<file path="config.mk">
export PLATFORM = sky130hd
export DESIGN_NAME = data_mem_initiator
export DESIGN_NICKNAME = d
export VERILOG_FILES = /design/src/rtl/data_mem_initiator.sv
export SDC_FILE = /design/constraint.sdc
export NUM_CORES = 1
export LEC_CHECK = 0
export BUFFER_PORTS_ARGS = -buffer_cell sky130_fd_sc_hd__buf_2
export CORE_ASPECT_RATIO = 1.5
export CORE_MARGIN = 3
export CORE_UTILIZATION = 43
export CTS_CLUSTER_SIZE = 40
export DETAILED_ROUTE_END_ITERATION = 16
export PLACE_DENSITY = 0.76
export SLEW_MARGIN = 20
export SYNTH_ARGS = -nofsm -noshare
export SYNTH_HDL_FRONTEND = slang
export SYNTH_SLANG_ARGS = --single-unit
export TNS_END_PERCENT = 10
</file>
<file path="constraint.sdc">
create_clock -name clk -period 2.05 [get_ports clk]
set_clock_uncertainty 0.15 [all_clocks]
set_input_delay 0.1025 -clock clk [delete_from_list [all_inputs] [get_ports clk]]
set_output_delay 0.1025 -clock clk [all_outputs]
set_load 0.005 [all_outputs]
</file>
<file path="src/rtl/data_mem_initiator.sv">
// Load/store initiator between the execute/memory stage and the data memory.
// Optional misaligned-access trap: define DATA_MEM_INITIATOR_MISALIGN_TRAP_EN.
module data_mem_initiator (
    input  logic        clk,
    input  logic        reset,
    input  logic        req_valid,
    output logic        req_ready,
    input  logic        req_store,
    input  logic [2:0]  req_funct3,
    input  logic [31:0] req_addr,
    input  logic [31:0] req_wdata,
    output logic        resp_valid,
    output logic [31:0] resp_rdata,
    output logic        resp_misaligned,
    output logic [31:0] mem_addr,
    output logic [31:0] mem_write_data,
    output logic        mem_memwrite,
    output logic        mem_memread,
    output logic [3:0]  mem_sign_mask,
    input  logic [31:0] mem_read_data,
    input  logic        mem_clk_stall
);

    typedef enum logic [1:0] {IDLE, ISSUE, WAIT, RESP} state_t;

    state_t      state_q, state_d;
    logic        store_q, store_d;
    logic [31:0] addr_q, addr_d;
    logic [31:0] wdata_q, wdata_d;
    logic [31:0] rdata_q, rdata_d;
    logic [3:0]  mask_q, mask_d;
    logic        misaligned_q, misaligned_d;
    logic        stall_seen_q, stall_seen_d;

    logic [3:0]  req_mask;
    logic        req_misaligned;

    // sign_mask: bit3 = sign-extend, low bits select byte/half/word lanes.
    always_comb begin
        case (req_funct3)
            3'b000:  req_mask = 4'b1001;
            3'b100:  req_mask = 4'b0001;
            3'b001:  req_mask = 4'b1011;
            3'b101:  req_mask = 4'b0011;
            default: req_mask = 4'b0111;
        endcase
    end

`ifdef DATA_MEM_INITIATOR_MISALIGN_TRAP_EN
    always_comb begin
        case (req_funct3)
            3'b000, 3'b100: req_misaligned = 1'b0;
            3'b001, 3'b101: req_misaligned = req_addr[0];
            default:        req_misaligned = |req_addr[1:0];
        endcase
    end
`else
    assign req_misaligned = 1'b0;
`endif

    // NOTE: every _d starts from its _q so no path leaves a variable unassigned (no latch).
    always_comb begin
        state_d      = state_q;
        store_d      = store_q;
        addr_d       = addr_q;
        wdata_d      = wdata_q;
        rdata_d      = rdata_q;
        mask_d       = mask_q;
        misaligned_d = misaligned_q;
        stall_seen_d = stall_seen_q;
        case (state_q)
            IDLE: begin
                if (req_valid) begin
                    store_d      = req_store;
                    addr_d       = req_addr;
                    wdata_d      = req_wdata;
                    mask_d       = req_mask;
                    misaligned_d = req_misaligned;
                    if (req_misaligned) begin
                        rdata_d = 32'h0;
                        state_d = RESP;
                    end else begin
                        state_d = ISSUE;
                    end
                end
            end
            ISSUE: begin
                stall_seen_d = 1'b0;
                state_d      = WAIT;
            end
            WAIT: begin
                if (!store_q) begin
                    rdata_d = mem_read_data;
                    state_d = RESP;
                end else if (mem_clk_stall) begin
                    stall_seen_d = 1'b1;
                end else if (stall_seen_q) begin
                    // A store only completes once the memory has stalled and released.
                    rdata_d = 32'h0;
                    state_d = RESP;
                end
            end
            RESP:    state_d = IDLE;
            default: state_d = IDLE;
        endcase
    end

    // NOTE: state registers use non-blocking assignments so all flops update together.
    always_ff @(posedge clk) begin
        if (reset) begin
            state_q      <= IDLE;
            store_q      <= 1'b0;
            addr_q       <= 32'h0;
            wdata_q      <= 32'h0;
            rdata_q      <= 32'h0;
            mask_q       <= 4'h0;
            misaligned_q <= 1'b0;
            stall_seen_q <= 1'b0;
        end else begin
            state_q      <= state_d;
            store_q      <= store_d;
            addr_q       <= addr_d;
            wdata_q      <= wdata_d;
            rdata_q      <= rdata_d;
            mask_q       <= mask_d;
            misaligned_q <= misaligned_d;
            stall_seen_q <= stall_seen_d;
        end
    end

    // Strobes are gated by reset so they drop in the same cycle reset rises.
    assign mem_memread     = (state_q == ISSUE) && !store_q && !reset;
    assign mem_memwrite    = (state_q == ISSUE) &&  store_q && !reset;
    assign mem_addr        = addr_q;
    assign mem_write_data  = wdata_q;
    assign mem_sign_mask   = mask_q;
    assign req_ready       = (state_q == IDLE);
    assign resp_valid      = (state_q == RESP);
    assign resp_rdata      = rdata_q;
    assign resp_misaligned = resp_valid && misaligned_q;

endmodule

</file>
==> impl_metrics.json, run 1 <==
{
  "grt_max_degree": 44,
  "syn_inst": 404,
  "rows": 40,
  "layout_setup_ws_ps": 151.6,
  "wl_um": 12590,
  "initial_core_util_pct": 44.95,
  "area_growth_pct": 65.53,
  "post_drt_wl_per_cell_um": 15.57,
  "numCtsBuffers": 9,
  "n_antenna_cell": 0,
  "syn_nets": 512,
  "cts_buffer_depth": 2,
  "port_buffers": 207,
  "powerDensity_nw_per_um2": 1015,
  "cts_tree": "yes",
  "ys_ff_latch": 104,
  "nets": 807,
  "p_leak_nw": 2.853,
  "place_congestion": 0.7471,
  "path_class": "reg -> reg",
  "via_count": 4128,
  "hold_viol": 0,
  "post-cts-setup-buffer-count": 0,
  "fill_cells": 558,
  "synth_area_um2": 3645,
  "grt_pass1_wl_um": 19620,
  "antenna_found_initial": 0,
  "dieArea_um2": 9639,
  "drtAntennaViolNets": 0,
  "post-dp-hpwl_um": 7235,
  "groute.usage.overall_pct": 26.08,
  "cts_sinks": 104,
  "dp_slack_ps": 401.9,
  "switching_power_mw": 1.905,
  "die_h_um": 118.8,
  "period_minus_slack_ps": 1898,
  "dr.first_iter.drc_count": 209,
  "endpoint_kind": "register",
  "status": "finished clean",
  "cp_common_cell": "nor3_1",
  "htreeDepth": 3,
  "slew_headroom_pct": 43.68,
  "first_pass_iters": 5,
  "internal_power_mw": 4.221,
  "period_share_pct": 92.60,
  "synth_fa_ha_area_share_pct": 1.373,
  "yosys.area_share.simple_pct": 15.89,
  "cts_root_buffer": "clkbuf_16",
  "power_frac_clock_pct": 27.8,
  "io_pins": 209,
  "required_ps": 2100,
  "synth-compound-area-share_pct": 18.88,
  "vias_per_cell": 5.103,
  "max_clock_freq_ghz": 0.5268,
  "die_w_um": 81.17,
  "drv_cap": 0,
  "switching_share_pct": 31.10,
  "setup_violations": 0,
  "critPathArrivalTime_ps": 1950,
  "p_seq_share_pct": 42.0,
  "cp-start-kind": "register",
  "peakVddDrop_uv": 840.8,
  "drc": 0,
  "worstMarginPinSlew_ps": 841.6,
  "cpPeakStageDelay_ps": 570,
  "rsz0062_at_grt": "false",
  "path_max_fanout": 8,
  "muxShareOfSynthArea_pct": 0.2746,
  "path_clk_slew_ps": 60,
  "avgSynthCellArea_um2": 9.022,
  "grt_pass1_vias": 4220,
  "ys_types": 25,
  "synth_top_family_by_area": "compound AO/OA/AOI/OAI gates",
  "crit_chain": "inv_1 -> ha_1 -> nand2_4 -> nor3_1 -> dlygate4sd3_1 -> nor3_1",
  "critPathSlowestCell": "dlygate4sd3_1",
  "grt-ovfl-total": 0,
  "maxSlewViolCount": 0,
  "tns_ps": 0,
  "synth_xor_xnor_area_share_pct": 0,
  "core_area_um2": 8108,
  "clk_latency_ps": 330,
  "hold_path.class": "in -> reg",
  "synth_seq_area_share_pct": 57.12,
  "synth_warnings": 0,
  "comb_power_share_pct": 30.2,
  "drive_gt1_share_pct": 33.38
}
[cell families (layout without fill, tap and decap cells)]
group / count (synthesis) / after routing
buffers and inverters: 40 / 340
flip-flops: 104 / 104
AND/OR/NAND/NOR: 150 / 150
AO/OA/AOI/OAI: 104 / 104
adder cells (fa/ha/maj): 4 / 4
multiplexers: 1 / 1
other: 1 / 1
[flip-flops by register name, indices dropped and copies added (netlist names)]
signal,count
mem_addr,32
stall_seen_q,1
mem_sign_mask,4
store_q,1
state_q,2
resp_rdata,32
mem_write_data,32
[worst paths after layout]
path,start,to,cells after the start,slack (ps)
setup / recovery,state_q[0],mem_sign_mask[1],6,150
hold / removal,reset,state_q[1],4,20
setup reg to reg,state_q[0],mem_sign_mask[1],6,150
hold reg to reg,mem_write_data[14],mem_write_data[14],2,300
[power groups by stage]
stage	Sequential (mW)	Clock (mW)	Combinational, mW
2_1_floorplan	2.63	0	0.978
3_3_place_gp	2.59	0	1.61
3_5_place_dp	2.61	0	1.65
4_1_cts	2.56	1.72	1.80
5_1_grt	2.60	1.80	2.05
6_report	2.57	1.70	1.85
[Yosys cell counts]
| cell type | instances | share of area, % |
|---|---|---|
| nand2_1 | 137 | 14 |
| dfxtp_1 | 104 | 57 |
| a21oi_1 | 68 | 9.3 |
| a32o_1 | 32 | 8.8 |
| buf_2 | 8 | 1.1 |
| buf_1 | 7 | 0.72 |
| buf_6 | 7 | 2.2 |
| clkbuf_1 | 7 | 0.72 |
| buf_4 | 5 | 1.0 |
| ha_1 | 4 | 1.4 |
| inv_1 | 4 | 0.41 |
| nor2_1 | 4 | 0.41 |
| nor3_1 | 4 | 0.55 |
| inv_2 | 2 | 0.21 |
| a211oi_1 | 1 | 0.21 |
| and2_1 | 1 | 0.17 |
| and3_1 | 1 | 0.17 |
| conb_1 | 1 | 0.10 |
| mux2i_1 | 1 | 0.27 |
| nand3_1 | 1 | 0.14 |
| nor2b_1 | 1 | 0.17 |
| o21ai_0 | 1 | 0.14 |
| o21ai_2 | 1 | 0.24 |
| o22ai_1 | 1 | 0.17 |
| or3_1 | 1 | 0.17 |
[area by class of cell]
| cell class | instances | area [um^2] | share of cell area [%] |
|---|---|---|---|
| well taps | 105 | 131.4 | 2.178 |
| multi-input cells | 260 | 1348 | 22.34 |
| inverters | 6 | 22.52 | 0.3733 |
| clock inverters | 3 | 40.04 | 0.6636 |
| clock buffers | 13 | 260.3 | 4.314 |
| repair buffers | 318 | 2150 | 35.63 |
| flip-flops and latches | 104 | 2082 | 34.51 |
[metal layers]
metal	routed length [um]	global-route usage, %
met4	629	14.69
met1	4418	25.98
met3	998	7.927
met5	0	0
met2	6546	46.24
[cell usage in the layout, fill, tap and decap left out, drive strengths merged, types with 2 or more instances in the layout]
cell	n
buf	216
ha	4
a21oi	68
nor3	4
dfxtp	104
dlygate4sd3	102
nand2	137
inv	6
o21ai	2
a32o	32
clkinv	2
clkbuf	13
nor2	4
[critical path: cells and delay by family, from the launching register on]
| family | cells | cell delay, ps |
|---|---|---|
| buf+inv | 2 | 680 |
| simple gates | 3 | 320 |
| fa+ha+maj | 1 | 290 |
| flops | 1 | 330 |
[through the flow]
stage | hold WS, ps | utilization, % | cell area (um^2) | power, mW | instances
final | 15.72 | 74.41 | 6033 | 6.127 | 809
after global routing | 49.05 | 74.41 | 6033 | 6.457 | 809
after CTS | 4.400 | 74.35 | 6028 | 6.087 | 809
after detailed placement | 165.8 | 58.06 | 4707 | 4.251 | 691
after global placement | 162.0 | 57.96 | 4700 | 4.193 | 691
after floorplan | 78.29 | - | 3645 | 3.606 | 404
[what timing repair did]
item                                    in CTS  in global routing
hold buffers                               102                  0
resized for setup                            0                  1
endpoints found under the setup margin       0                  1
endpoints found under the hold margin      101                  0
Power figures use the tool's default switching activity.
==> run 2, diff against run 1 <==
--- a/config.mk
+++ b/config.mk
@@ -8,10 +8,10 @@
 export BUFFER_PORTS_ARGS = -buffer_cell sky130_fd_sc_hd__buf_2
 export CORE_ASPECT_RATIO = 1.5
 export CORE_MARGIN = 3
-export CORE_UTILIZATION = 43
+export CORE_UTILIZATION = 47
 export CTS_CLUSTER_SIZE = 40
 export DETAILED_ROUTE_END_ITERATION = 16
-export PLACE_DENSITY = 0.76
+export PLACE_DENSITY = 0.82
 export SLEW_MARGIN = 20
 export SYNTH_ARGS = -nofsm -noshare
 export SYNTH_HDL_FRONTEND = slang
==> constraint.sdc (replaced) <==
create_clock -name clk -period 2.4 [get_ports clk]
set_clock_uncertainty 0.15 [all_clocks]
set_input_delay 0.12 -clock clk [delete_from_list [all_inputs] [get_ports clk]]
set_output_delay 0.12 -clock clk [all_outputs]
set_load 0.005 [all_outputs]
==> run 2 against run 1 <==
Net effect: total power shrank 23%; via count shrank 0.80%; first-iteration DRC count grew 49%; global-route usage grew 2.5 points; largest cell class unchanged; setup slack lost 3.9 ps; cell count shrank 1.2%; design area shrank 2.6%; clock power shrank 44%; highest routed layer unchanged.
==> impl_metrics.json, run 2 (synthesized netlist as in run 1, its figures left out) <==
{
  "cts_buffer_depth": 2,
  "hold_viol": 0,
  "placedCellCount": 683,
  "layout_commonest_cell": "buf_2",
  "drc": 0,
  "slew_headroom_pct": 45.29,
  "endpoint_kind": "register",
  "cts_sinks": 104,
  "first_pass_iters": 4,
  "rows": 38,
  "drtAntennaViolNets": 0,
  "groute.usage.overall_pct": 28.55,
  "fill_cells": 410,
  "initial_core_util_pct": 49.46,
  "rsz0062_at_grt": "false",
  "path_class": "reg -> reg",
  "area_growth_pct": 61.21,
  "path_max_fanout": 27,
  "grt_pass1_vias": 4143,
  "post-dp-hpwl_um": 6811,
  "cts_tree": "yes",
  "tns_ps": 0,
  "cp-start-kind": "register",
  "period_minus_slack_ps": 2252,
  "required_ps": 2550,
  "powerDensity_nw_per_um2": 802.7,
  "dr.first_iter.drc_count": 312,
  "worstMarginPinSlew_ps": 817.6,
  "peakVddDrop_uv": 620.2,
  "htreeDepth": 3,
  "die_h_um": 113.9,
  "place_congestion": 0.7503,
  "grt_max_degree": 74,
  "setup_violations": 0,
  "clk_latency_ps": 360,
  "p_leak_nw": 2.776,
  "core_area_um2": 7370,
  "multi_input_area_um2": 1349,
  "die_w_um": 77.90,
  "drive_gt1_share_pct": 33.05,
  "nets": 805,
  "grt_pass1_wl_um": 20040,
  "post_drt_wl_per_cell_um": 16.09,
  "vias_per_cell": 5.125,
  "port_buffers": 207,
  "max_clock_freq_ghz": 0.4440,
  "final_cells": 799,
  "critPathArrivalTime_ps": 2400,
  "io_pins": 209,
  "period_share_pct": 93.85,
  "seq_area_um2": 2082,
  "antenna_found_initial": 0,
  "hold_path.class": "in -> reg",
  "wl_um": 12850,
  "n_antenna_cell": 0,
  "numCtsBuffers": 9,
  "drv_cap": 0,
  "status": "finished clean",
  "cts_root_buffer": "clkbuf_8",
  "maxSlewViolCount": 0,
  "via_count": 4095,
  "path_clk_slew_ps": 90,
  "post-cts-setup-buffer-count": 0,
  "final_cell_mix": "buf_2, nand2_1, dfxtp_1, dlygate4sd3_1, a21oi_1",
  "utilization_pct": 79.73,
  "grt-ovfl-total": 0,
  "dieArea_um2": 8869
}
[run 2: cell types whose count changed in the layout (fill, tap and decap cells not counted), sizes merged]
cell         change
buf              -3
clkbuf           -1
dlygate4sd3      +1
bufinv           -1
clkinv           -1
[run 2: metal layers]
metal | share of wire, % | track usage [%] | vias up
li1 | - | - | 1944
met3 | 8.1 | 7.346 | 40
met4 | 4.1 | 17.04 | 0
met1 | 35 | 30.59 | 1881
met2 | 53 | 50.00 | 230
met5 | 0 | 0 | -
[run 2: repair_timing]
item	4_1_cts	5_1_grt
hold buffers	103	0
resized for setup	0	1
setup endpoints to repair	0	1
hold endpoints to repair	102	0
[run 2: through the flow]
stage | cell area (um^2) | total power [mW] | setup WS [ps] | hold slack, ps
2_1_floorplan | 3645 | 3.080 | 851.5 | 95.79
3_3_place_gp | 4671 | 3.544 | 402.8 | 179.6
3_5_place_dp | 4678 | 3.608 | 300.3 | 184.7
4_1_cts | 5869 | 4.665 | 18.33 | 169.3
5_1_grt | 5876 | 4.987 | 33.33 | 243.4
6_report | 5876 | 4.717 | 147.7 | 217.7
[run 2: worst paths after layout]
kind,start,cells past startpoint,to,slack (ps)
worst max-delay path,state_q[0],6,mem_sign_mask[3],150
worst min-delay path,reset,5,state_q[1],220
worst max register to register,state_q[0],6,mem_sign_mask[3],150
worst min register to register,mem_write_data[25],2,mem_write_data[25],310
[run 2: cell type report]
| class | count | area share [%] |
|---|---|---|
| repair buffers | 316 | 36.37 |
| flip-flops and latches | 104 | 35.43 |
| multi-input cells | 260 | 22.96 |
| clock buffers | 12 | 2.641 |
| well taps | 100 | 2.129 |
| inverters | 6 | 0.3833 |
| clock inverters | 1 | 0.08518 |
[run 2: critical path, stage by stage, from the launching register on]
cell	delay, ps
dfxtp_1	340
inv_1	110
ha_1	280
nand2_4	230
or3_1	360
a21oi_1	150
dlygate4sd3_1	570
[run 2: where the power goes]
part / internal, mW / switching (mW) / total (mW)
Clock: 0.416 / 0.531 / 0.947
Sequential: 2.03 / 0.176 / 2.21
Combinational: 0.697 / 0.864 / 1.56
Total: 3.15 / 1.57 / 4.72
==> run 3, diff against run 2 <==
--- a/config.mk
+++ b/config.mk
@@ -11,7 +11,8 @@
 export CORE_UTILIZATION = 47
 export CTS_CLUSTER_SIZE = 40
 export DETAILED_ROUTE_END_ITERATION = 16
-export PLACE_DENSITY = 0.82
+export PLACE_DENSITY_LB_ADDON = 0.08
+export SETUP_SLACK_MARGIN = 0.2
 export SLEW_MARGIN = 20
 export SYNTH_ARGS = -nofsm -noshare
 export SYNTH_HDL_FRONTEND = slang
==> run 3 against run 2 <==
Net effect: setup slack gained 500 ps; sequential cell count is the same; non-clock buffer count is the same; die area is the same; sequential share of layout area grew 0.17 points; cell count is the same; largest power group unchanged.
==> impl_metrics.json, run 3 (synthesized netlist as in run 1, its figures left out) <==
{
  "status": "finished clean",
  "dr.first_iter.drc_count": 257,
  "crit_start": "state_q[0]",
  "io_pins": 209,
  "cp-start-kind": "register",
  "cts_sinks": 104,
  "worst-r2r-setup-slack_ps": 650,
  "wl_um": 11670,
  "period_minus_slack_ps": 1754,
  "crit_chain": "inv_1 -> ha_1 -> and3_2 -> a32o_1",
  "multi_input_area_um2": 1336,
  "hold_path.class": "in -> reg",
  "maxSlewViolCount": 0,
  "via_count": 3992,
  "post_drt_wl_per_cell_um": 14.61,
  "hold_viol": 0,
  "first_pass_iters": 4,
  "htreeDepth": 3,
  "critPathSlowestCell": "and3_2",
  "cts_buffer_depth": 2,
  "grt_max_degree": 74,
  "setup_violations": 0,
  "area_growth_pct": 60.45,
  "worst-r2r-cell-count": 4,
  "antenna_found_initial": 0,
  "cts_tree": "yes",
  "cts_root_buffer": "clkbuf_8",
  "period_share_pct": 73.09,
  "grt-ovfl-total": 0,
  "slew_headroom_pct": 51.23,
  "vias_per_cell": 4.996,
  "r2r-start": "state_q[0]",
  "powerDensity_nw_per_um2": 792.8,
  "post-dp-hpwl_um": 7000,
  "hold_slack_ps": 196.6,
  "final_cell_mix": "buf_2, nand2_1, dfxtp_1, dlygate4sd3_1, a21oi_1",
  "min_path_cells": 5,
  "crit_cells": 4,
  "critical_path.top_delay_family": "simple AND/OR/NAND/NOR gates",
  "clk_latency_ps": 350,
  "fill_cells": 503,
  "grt_pass1_vias": 4058,
  "core_area_um2": 7370,
  "path_max_fanout": 32,
  "r2r-end": "resp_rdata[10]",
  "peakVddDrop_uv": 569.3,
  "rows": 38,
  "finalPower_mw": 4.636,
  "numCtsBuffers": 9,
  "n_antenna_cell": 0,
  "grt_pass1_wl_um": 19030,
  "required_ps": 2540,
  "die_w_um": 77.90,
  "initial_core_util_pct": 49.46,
  "cpPeakStageDelay_ps": 620,
  "die_h_um": 113.9,
  "worstMarginPinSlew_ps": 731.5,
  "crit_end": "resp_rdata[10]",
  "critical_path.n_buffers_inverters": 1,
  "utilization_pct": 79.35,
  "path_clk_slew_ps": 80,
  "place_congestion": 0.7899,
  "ctsResizeCount": 0,
  "drtAntennaViolNets": 0,
  "post-cts-setup-buffer-count": 0,
  "drive_gt1_share_pct": 33.19,
  "port_buffers": 207,
  "p_leak_nw": 2.766,
  "tns_ps": 0,
  "layout_commonest_cell": "buf_2",
  "max_clock_freq_ghz": 0.5701,
  "drv_cap": 0,
  "endpoint_kind": "register",
  "groute.usage.overall_pct": 26.71,
  "path_class": "reg -> reg",
  "seq_area_um2": 2082,
  "drc": 0,
  "dieArea_um2": 8869,
  "rsz0062_at_grt": "false",
  "critPathArrivalTime_ps": 1900,
  "nets": 805
}
==> run 3: power by group <==
group	switching [mW]	internal [mW]	total, mW
clock network	0.517	0.416	0.933
logic	0.832	0.679	1.51
registers	0.161	2.03	2.19
==> run 3: timing repair <==
item | CTS | global route
hold endpoints to repair | 102 | 0
hold buffers | 102 | 0
setup endpoints to repair | 0 | 0
==> run 3: metrics by stage <==
step / instances / worst slack (ps) / area [um^2]
after global placement: 684 / 380.8 / 4666
final: 799 / 646.0 / 5848
after global routing: 799 / 523.8 / 5848
after CTS: 799 / 298.9 / 5847
after floorplan: 404 / 851.5 / 3645
after detailed placement: 684 / 325.9 / 4666
==> run 3: per-layer routing <==
layer	GRT usage (%)	routed length (um)	vias up
li1	-	-	1947
met1	28.64	4197	1816
met2	47.65	6153	182
met3	5.608	772	47
met4	15.99	550	0
met5	0	0	-
==> run 3: worst register-to-register path: stages, from the launching register on <==
cell     delay [ps]
dfxtp_1         330
inv_1           100
ha_1            270
and3_2          620
a32o_1          220
==> run 3: area by class of cell <==
class	count	area share, %
clock buffer	12	2.653
clock inverter	1	0.08558
inverter	6	0.3851
multi-input combinational	260	22.85
sequential	104	35.60
tap	100	2.139
timing repair buffer	316	36.29
==> run 3: how the worst min path moves through the flow <==
stage                      startpoint  slack (ps)              to
finish                          reset         200      state_q[1]
global route                    reset         240      state_q[1]
CTS                             reset         170      state_q[1]
detailed placement  mem_read_data[31]         180  resp_rdata[31]
global placement    mem_read_data[14]         180  resp_rdata[14]
floorplan            mem_read_data[0]         100   resp_rdata[0]
